**config.mk**
```make
export PLATFORM = sky130hd
export DESIGN_NAME = gin_id_config_ctrl
export DESIGN_NICKNAME = d
export VERILOG_FILES = /design/src/rtl/gin_cfg_pkg.sv /design/src/rtl/gin_cfg_addr_gen.sv /design/src/rtl/gin_id_config_ctrl.sv
export SDC_FILE = /design/constraint.sdc
export NUM_CORES = 1
export LEC_CHECK = 0
export BUFFER_PORTS_ARGS = -buffer_cell sky130_fd_sc_hd__buf_4
export CELL_PAD_IN_SITES_DETAIL_PLACEMENT = 1
export CELL_PAD_IN_SITES_GLOBAL_PLACEMENT = 1
export CORE_AREA = 2 2 62 64
export CTS_CLUSTER_SIZE = 30
export DETAILED_ROUTE_END_ITERATION = 8
export DIE_AREA = 0 0 64 66
export PLACE_DENSITY_LB_ADDON = 0.1
export SYNTH_ARGS = -nofsm -noshare
export SYNTH_HDL_FRONTEND = slang
export SYNTH_HIERARCHICAL = 1
export SYNTH_SLANG_ARGS = --single-unit
```
**constraint.sdc**
```tcl
create_clock -name clk -period 2.8 [get_ports clk]
set_input_delay 0.14 -clock clk [delete_from_list [all_inputs] [get_ports clk]]
set_output_delay 0.14 -clock clk [all_outputs]
set_load 0.01 [all_outputs]
```
**src/rtl/gin_cfg_pkg.sv**
```systemverilog
// Shared types and address-map helpers for the GIN ID configuration sequencer.
package gin_cfg_pkg;

   typedef enum logic [2:0] {
      IDLE  = 3'd0,
      Y_RD  = 3'd1,
      X_RD  = 3'd2,
      DRAIN = 3'd3,
      DONE  = 3'd4
   } gin_cfg_state_e;

   localparam int unsigned Y_BASE = 0;

   // The X table starts right after the Y table, one entry per row bus.
   function automatic int unsigned x_base(input int unsigned rows);
      return rows;
   endfunction

   function automatic int unsigned total_shifts(input int unsigned rows,
                                                input int unsigned cols);
      return rows + rows * cols;
   endfunction

endpackage

```
**src/rtl/gin_cfg_addr_gen.sv**
```systemverilog
// Loadable down-counter with zero flag; the address is the count plus a base offset.
module gin_cfg_addr_gen #(
   parameter int unsigned ADDR_W = 8
) (
   input  logic              clk,
   input  logic              rst,
   input  logic              load_i,
   input  logic [ADDR_W-1:0] load_val_i,
   input  logic              dec_i,
   input  logic [ADDR_W-1:0] base_i,
   output logic [ADDR_W-1:0] addr_o,
   output logic              zero_o
);

   logic [ADDR_W-1:0] cnt_q, cnt_d;

   always_comb begin
      cnt_d = cnt_q;
      if (load_i) begin
         cnt_d = load_val_i;
      end else if (dec_i) begin
         cnt_d = cnt_q - 1'b1;
      end
   end

   always_ff @(posedge clk or posedge rst) begin
      if (rst) begin
         cnt_q <= '0;
      end else begin
         cnt_q <= cnt_d;
      end
   end

   assign addr_o = base_i + cnt_q;
   assign zero_o = (cnt_q == '0);

endmodule

```
**src/rtl/gin_id_config_ctrl.sv**
```systemverilog
// GIN ID scan-chain configuration sequencer: reads Y/X ID tables and shifts them into the chains.
// Optional abort input/cfg_aborted output enabled by GIN_ID_CFG_ABORT_EN.
module gin_id_config_ctrl
   import gin_cfg_pkg::*;
#(
   parameter int unsigned NUMS_PE_ROW = 6,
   parameter int unsigned NUMS_PE_COL = 8,
   parameter int unsigned XID_BITS    = 4,
   parameter int unsigned YID_BITS    = 4,
   parameter int unsigned ID_W        = 8,
   parameter int unsigned ADDR_W      = 8
) (
   input  logic                clk,
   input  logic                rst,
   input  logic                start,
`ifdef GIN_ID_CFG_ABORT_EN
   input  logic                abort,
   output logic                cfg_aborted,
`endif
   output logic                cfg_busy,
   output logic                cfg_done,
   output logic                id_rd_en,
   output logic [ADDR_W-1:0]   id_rd_addr,
   input  logic [ID_W-1:0]     id_rd_data,
   output logic                set_YID,
   output logic [YID_BITS-1:0] YID_scan_in,
   output logic                set_XID,
   output logic [XID_BITS-1:0] XID_scan_in
);

   localparam logic [ADDR_W-1:0] Y_LAST = ADDR_W'(NUMS_PE_ROW - 1);
   localparam logic [ADDR_W-1:0] X_LAST =
      ADDR_W'(total_shifts(NUMS_PE_ROW, NUMS_PE_COL) - x_base(NUMS_PE_ROW) - 1);
   localparam logic [ADDR_W-1:0] Y_OFF  = ADDR_W'(Y_BASE);
   localparam logic [ADDR_W-1:0] X_OFF  = ADDR_W'(x_base(NUMS_PE_ROW));

   gin_cfg_state_e state_q, state_d;
   logic yshift_q, yshift_d;
   logic xshift_q, xshift_d;
   logic aborted_q, aborted_d;

   logic              cnt_load, cnt_dec, cnt_zero;
   logic [ADDR_W-1:0] cnt_load_val, cnt_base, gen_addr;
   logic              busy;
   logic              unused_rd_hi;

   gin_cfg_addr_gen #(
      .ADDR_W(ADDR_W)
   ) u_addr_gen (
      .clk       (clk),
      .rst       (rst),
      .load_i    (cnt_load),
      .load_val_i(cnt_load_val),
      .dec_i     (cnt_dec),
      .base_i    (cnt_base),
      .addr_o    (gen_addr),
      .zero_o    (cnt_zero)
   );

   assign busy = (state_q == Y_RD) || (state_q == X_RD) || (state_q == DRAIN);

   always_comb begin
      state_d      = state_q;
      cnt_load     = 1'b0;
      cnt_load_val = '0;
      cnt_dec      = 1'b0;
      yshift_d     = 1'b0;
      xshift_d     = 1'b0;
      aborted_d    = 1'b0;
      case (state_q)
         IDLE: begin
            if (start) begin
               state_d      = Y_RD;
               cnt_load     = 1'b1;
               cnt_load_val = Y_LAST;
            end
         end
         Y_RD: begin
            yshift_d = 1'b1;
            if (cnt_zero) begin
               state_d      = X_RD;
               cnt_load     = 1'b1;
               cnt_load_val = X_LAST;
            end else begin
               cnt_dec = 1'b1;
            end
         end
         X_RD: begin
            xshift_d = 1'b1;
            if (cnt_zero) begin
               state_d = DRAIN;
            end else begin
               cnt_dec = 1'b1;
            end
         end
         DRAIN:   state_d = DONE;
         DONE:    state_d = IDLE;
         default: state_d = IDLE;
      endcase
`ifdef GIN_ID_CFG_ABORT_EN
      // Abort drops the in-flight read by never raising its shift flag.
      if (abort && busy) begin
         state_d   = IDLE;
         cnt_load  = 1'b0;
         cnt_dec   = 1'b0;
         yshift_d  = 1'b0;
         xshift_d  = 1'b0;
         aborted_d = 1'b1;
      end
`endif
   end

   always_ff @(posedge clk or posedge rst) begin
      if (rst) begin
         state_q   <= IDLE;
         yshift_q  <= 1'b0;
         xshift_q  <= 1'b0;
         aborted_q <= 1'b0;
      end else begin
         state_q   <= state_d;
         yshift_q  <= yshift_d;
         xshift_q  <= xshift_d;
         aborted_q <= aborted_d;
      end
   end

   assign cnt_base    = (state_q == X_RD) ? X_OFF : Y_OFF;
   assign id_rd_en    = (state_q == Y_RD) || (state_q == X_RD);
   assign id_rd_addr  = id_rd_en ? gen_addr : '0;
   assign cfg_busy    = busy;
   assign cfg_done    = (state_q == DONE);

   // Read data arrives the cycle after the strobe, so it feeds the chain directly.
   assign set_YID     = yshift_q;
   assign YID_scan_in = yshift_q ? id_rd_data[YID_BITS-1:0] : '0;
   assign set_XID     = xshift_q;
   assign XID_scan_in = xshift_q ? id_rd_data[XID_BITS-1:0] : '0;

   assign unused_rd_hi = ^id_rd_data;

`ifdef GIN_ID_CFG_ABORT_EN
   assign cfg_aborted = aborted_q;
`else
   logic unused_aborted;
   assign unused_aborted = aborted_q;
`endif

endmodule

```
; Word level (Yosys, flattened, before mapping)
; Cells that the tools add are included.
[classes]
n_reduce_logical = 7
n_mux = 20
n_addsub = 2
eq_ne = 7
[ops]
columns = op, n
row1 = 8-bit two-way mux, 3
row2 = 3-bit two-way mux, 5
row3 = 3-bit case mux with 4 select lines, 1
row4 = 6-bit case mux with 2 select lines, 1
row5 = 3-bit by 8-bit adder with 8-bit output, 1
row6 = 8-bit logical NOT, 1
row7 = 4-bit two-way mux, 2
row8 = "8-bit by 1-bit subtractor with 8-bit output, second input constant", 1
row9 = "3-bit by 2-bit equality test with 1-bit output, second input constant", 2
row10 = 1-bit two-way mux, 6
row11 = 6-bit two-way mux, 1
row12 = "2-bit != test, second input constant", 3
row13 = "3-bit by 1-bit equality test with 1-bit output, second input constant", 1
row14 = "3-bit equality test, second input constant", 1
row15 = 3-bit logical NOT, 1
row16 = 3-bit AND reduction, 1
row17 = 1-bit logical OR, 2
row18 = 1-bit case mux with 2 select lines, 1
row19 = 2-bit nonzero test, 1
row20 = 2-bit OR reduction, 1
[totals]
output_inout_bits = 21
ff_bits = 13
in_bits = 11
wordCells = 40

; Longest topological paths before layout
[logic_depth]
word_depth = 5
ltp_mapped = 10
ltp_nobuf = 9

; By module
; Netlist, hierarchy kept.
[modules_own_cells]
columns = module, cells_each, seq_area_each_um2, area_per_inst_um2, instances
row1 = gin_cfg_addr_gen, 85, 200.2, 737.0, 1
row2 = gin_id_config_ctrl, 45, 125.1, 464.2, 1

; Worst setup path after synthesis
; OpenSTA, ideal clock, no wires.
[synth_timing]
kind = register -> register
startpoint = register u_addr_gen.cnt_q[2]
endpoint = register u_addr_gen.cnt_q[0]
slack_ps = -119
t_arrival_ps = 2782
path_buffers = 1
synth_period_minus_slack_ps = 2919
setup_ps = 136
path_stages_with_launch = 7
t_required_ps = 2664
cell_sequence = dfrtp_1 > or4_4 > nor4b_1 > mux2i_1 > nor3_1 > clkbuf_1 > o21ai_0
[synth_between]
elab_chain_cells = 4
word_cells_on_any_way = 9
classes_between = mux: 7 / reduce/logical: 2
[synth_rtl]
columns = element, line
row1 = start: declaration, gin_cfg_addr_gen.sv:15  ; logic [ADDR_W-1:0] cnt_q, cnt_d;
row2 = start signal: assignment, gin_cfg_addr_gen.sv:30  ; cnt_q <= cnt_d;
row3 = 8-bit logical NOT *, gin_cfg_addr_gen.sv:35  ; assign zero_o = (cnt_q == '0);
row4 = net cnt_zero, gin_id_config_ctrl.sv:42  ; logic cnt_load, cnt_dec, cnt_zero;
row5 = 1-bit two-way mux *, gin_id_config_ctrl.sv:80  ; if (cnt_zero) begin
row6 = 1-bit case mux with 2 select lines *, gin_id_config_ctrl.sv:70  ; case (state_q)
row7 = net cnt_load, gin_id_config_ctrl.sv:42
row8 = 8-bit two-way mux or 2-bit nonzero test (tied branches), --
; Mark *: on every way through the listed nets, which the timed path passes. The rest lies on a longest branch.
; A chain may end at the register's enable or synchronous reset.

; Final worst setup path
[layout_timing]
startpoint = register state_q[0]
endpoint = output id_rd_addr[6]
[layout_between]
elab_chain_cells = 4
word_cells_on_any_way = 6
classes_between = add/sub: 1 / eq/ne: 2 / mux: 2 / reduce/logical: 1
[layout_rtl]
columns = element, line
row1 = start: declaration, gin_id_config_ctrl.sv:37  ; gin_cfg_state_e state_q, state_d;
row2 = start signal: assignment, gin_id_config_ctrl.sv:120  ; state_q <= state_d;
row3 = 3-bit by 2-bit equality test with 1-bit output, gin_id_config_ctrl.sv:127  ; assign cnt_base = (state_q == X_RD) ? X_OFF : Y_OFF;
row4 = 3-bit two-way mux, gin_id_config_ctrl.sv:127
row5 = 3-bit by 8-bit adder with 8-bit output, gin_cfg_addr_gen.sv:34  ; assign addr_o = base_i + cnt_q;
row6 = net gen_addr[6], gin_id_config_ctrl.sv:43  ; logic [ADDR_W-1:0] cnt_load_val, cnt_base, gen_addr;
row7 = 8-bit two-way mux, gin_id_config_ctrl.sv:129  ; assign id_rd_addr = id_rd_en ? gen_addr : '0;
row8 = end: declaration, gin_id_config_ctrl.sv:23  ; output logic [ADDR_W-1:0] id_rd_addr,
; The timed path passes the listed nets, and every way through them passes these cells.

==> flow_metrics.py <==
metrics = {
    "placement": {
        "gp_congestion": 0.741,
        "io_buffers": 27,
        "dp_hpwl_um": 2270,
        "placedCellCount": 214,
    },
    "cts": {
        "cts_tree": "done",
        "ctsRootBufferMaster": "clkbuf_4",
        "clk_latency_ns": 0.28,
        "cts_setup_buffers": 0,
        "numClockSinks": 13,
        "cts_buffer_depth": 2,
        "htreeDepth": 1,
        "clkTransAtPathRegs_ns": 0.09,
        "cts_buffers": 3,
    },
    "yosys": {
        "synthesis.area_mm2": 0.00120,
        "syn_avg_cell_area_um2": 9.24,
        "async_flop_share": 1.00,
        "synth-edff-count": 0,
        "yosysSeqAreaShare": 0.271,
        "synth.top_cell.area_share": 0.271,
        "synth-seq-cells": 13,
        "synth_ff_type": "dfrtp_1",
        "syn_inst": 130,
        "synth_cell_types": 39,
        "synthTopCellsByArea": "dfrtp_1 27%, ha_1 9.4%, nor3b_2 9.4%",
        "ys_warn_count": 6,
        "synth_area_leader_cell": "dfrtp_1",
    },
    "critical_path": {
        "max_stage_delay_ns": 0.40,
        "path_class": "reg2out",
        "cpMaxStageDelayCell": "or4_1",
        "path_cells": "nand2b_1 -> nor2_2 -> ha_1 -> nor2b_2 -> o31a_1 -> or4_1 -> nand3_1 -> nor3b_2 -> buf_4",
        "endpoint_kind": "output port",
        "cp.required_ns": 2.66,
        "crit_arrival_ns": 2.49,
        "reg2reg_slack_ns": 0.49,
        "critPathMaxFanout": 4,
        "worstSetupStartpointType": "flip-flop",
    },
    "drt": {
        "drtPass1Iterations": 3,
        "drc": 0,
        "wl_um": 2710,
        "num_vias": 1045,
        "wl_per_cell_um": 12.4,
        "ant_nets": 0,
        "viasPerCell": 4.77,
        "dr.first_iter.drc_count": 71,
    },
    "floorplanning": {
        "num_rows": 22,
        "coreArea_mm2": 0.00355,
        "dieArea_mm2": 0.00422,
        "die_x_um": 64,
        "fp.dieH_um": 66,
        "start_util": 0.338,
        "io_pins": 32,
    },
    "global_routing": {
        "grt_max_degree": 19,
        "grt_pass1_wl_um": 4770,
        "antenna_found_initial": 0,
        "grt_usage": 0.144,
        "grt_pass1_vias": 1058,
        "grt-ovfl-total": 0,
    },
    "job": {
        "cap_viol_max_count": 0,
    },
    "sta": {
        "fmax_mhz": 381,
        "finClkSkew_ns": 0.00700,
        "hold_viol_final": 0,
        "fin_setup_tns_ns": 0,
        "min_period_ns": 2.63,
        "setup_viol": 0,
        "final_max_slew_viol_count": 0,
        "rsz0062_at_grt": "no",
        "timing.final.crit_share": 0.938,
    },
    "outcome": {
        "outcome": "complete, no violations",
    },
    "power_and_ir_drop": {
        "power_density_mw_per_mm2": 1040,
        "peakVddDrop_mv": 0.454,
        "power_leakage_nw": 0.717,
    },
    "cells_and_area": {
        "layout-drive-gt1-share": 0.316,
        "antenna_cells": 0,
        "mostFrequentLayoutCell": "buf_4",
        "stdcell_count": 219,
        "fin_nets": 193,
        "fill_cells": 431,
        "synthToLayoutAreaGrowth_pct": 28.9,
        "regArea_um2": 325,
        "final_cell_mix": "33 x buf_4, 13 x dfrtp_1, 10 x and2_1, 10 x nand2_1",
        "multi_input_area_um2": 848,
    },
    "worst_hold_path": {
        "hp-class": "in2reg",
    },
}
==> critical path: cells and delay by family (launching register included) <==
| kind | cells | cell delay (ns) |
|---|---|---|
| AOI/OAI and AO/OA | 1 | 0.26 |
| buffers and inverters | 1 | 0.14 |
| and+or+nand+nor | 6 | 1.13 |
| DFF | 1 | 0.39 |
| adders and majority gates | 1 | 0.29 |
==> cell type report <==
cell class / instances / area share
flip-flops and latches: 13 / 0.210
well taps: 48 / 0.0388
multi-input cells: 112 / 0.548
repair buffers: 34 / 0.167
inverters: 8 / 0.0194
clock buffers: 4 / 0.0170
==> cells in the mapped netlist (2+ instances only) <==
cell      number
dfrtp_1       13
and2_1        10
nand2_1       10
ha_1           9
nor3b_2        9
o21ai_0        9
xnor2_1        9
inv_1          8
nor2_1         7
a21oi_1        5
nor3_1         4
o21ai_1        3
xor2_1         3
buf_6          2
nand2b_1       2
nor2b_1        2
nor3_2         2
o211ai_1       2
==> registers in the layout (all words and copies together), names as in the netlist <==
register	count
state_q	3
u_addr_gen/cnt_q	8
set_YID	1
set_XID	1
==> logic make-up after synthesis <==
family,Yosys count,share of synthesized area
compound gates,25,0.128
fa+ha+maj,10,0.110
mux,1,0.00833
simple gates,54,0.311
xor+xnor,13,0.110
other cells,1,0.00312
flops,13,0.271
buf+inv,13,0.0573
==> worst paths after layout <==
kind	start	endpoint	depth (start not counted)
hold / removal	start	state_q[0]	3
hold reg to reg	state_q[2]	set_XID	2
setup / recovery	state_q[0]	id_rd_addr[6]	9
min in group asynchronous	rst	state_q[0]	3
max in group asynchronous	rst	u_addr_gen/cnt_q[6]	3
setup reg to reg	u_addr_gen/cnt_q[2]	u_addr_gen/cnt_q[3]	7
==> stage by stage <==
step / util / worst slack (ns) / hold WS [ns] / area, um2 / power (mW)
finish: 0.436 / 0.175 / 0.253 / 1550 / 1.60
global route: 0.436 / 0.00635 / 0.254 / 1550 / 1.76
CTS: 0.434 / 0.117 / 0.249 / 1540 / 1.62
detailed placement: 0.424 / 0.446 / 0.0921 / 1510 / 1.49
global placement: 0.424 / 0.479 / 0.0676 / 1510 / 1.45
floorplan: - / 0.154 / -0.0815 / 1240 / 1.11
==> report_power, final <==
part	switching, mW	internal, mW	leakage [nW]
registers	0.104	0.266	0.155
clock network	0.0640	0.0552	0.0150
logic	0.524	0.590	0.547
total	0.692	0.911	0.717
==> timing repair <==
item / in CTS / in global routing
hold buffers: 1 / 0
endpoints found under the setup margin: 0 / 1
gates resized for setup: 0 / 2
endpoints found under the hold margin: 13 / 0
==> layer usage <==
metal	vias up	GRT usage	share of wire
li1	528	-	-
met1	503	0.190	0.46
met2	10	0.243	0.51
met3	4	0.0187	0.017
met4	0	0.0489	0.013
met5	-	0	0
Note: power is estimated with default switching activity, not from simulation.
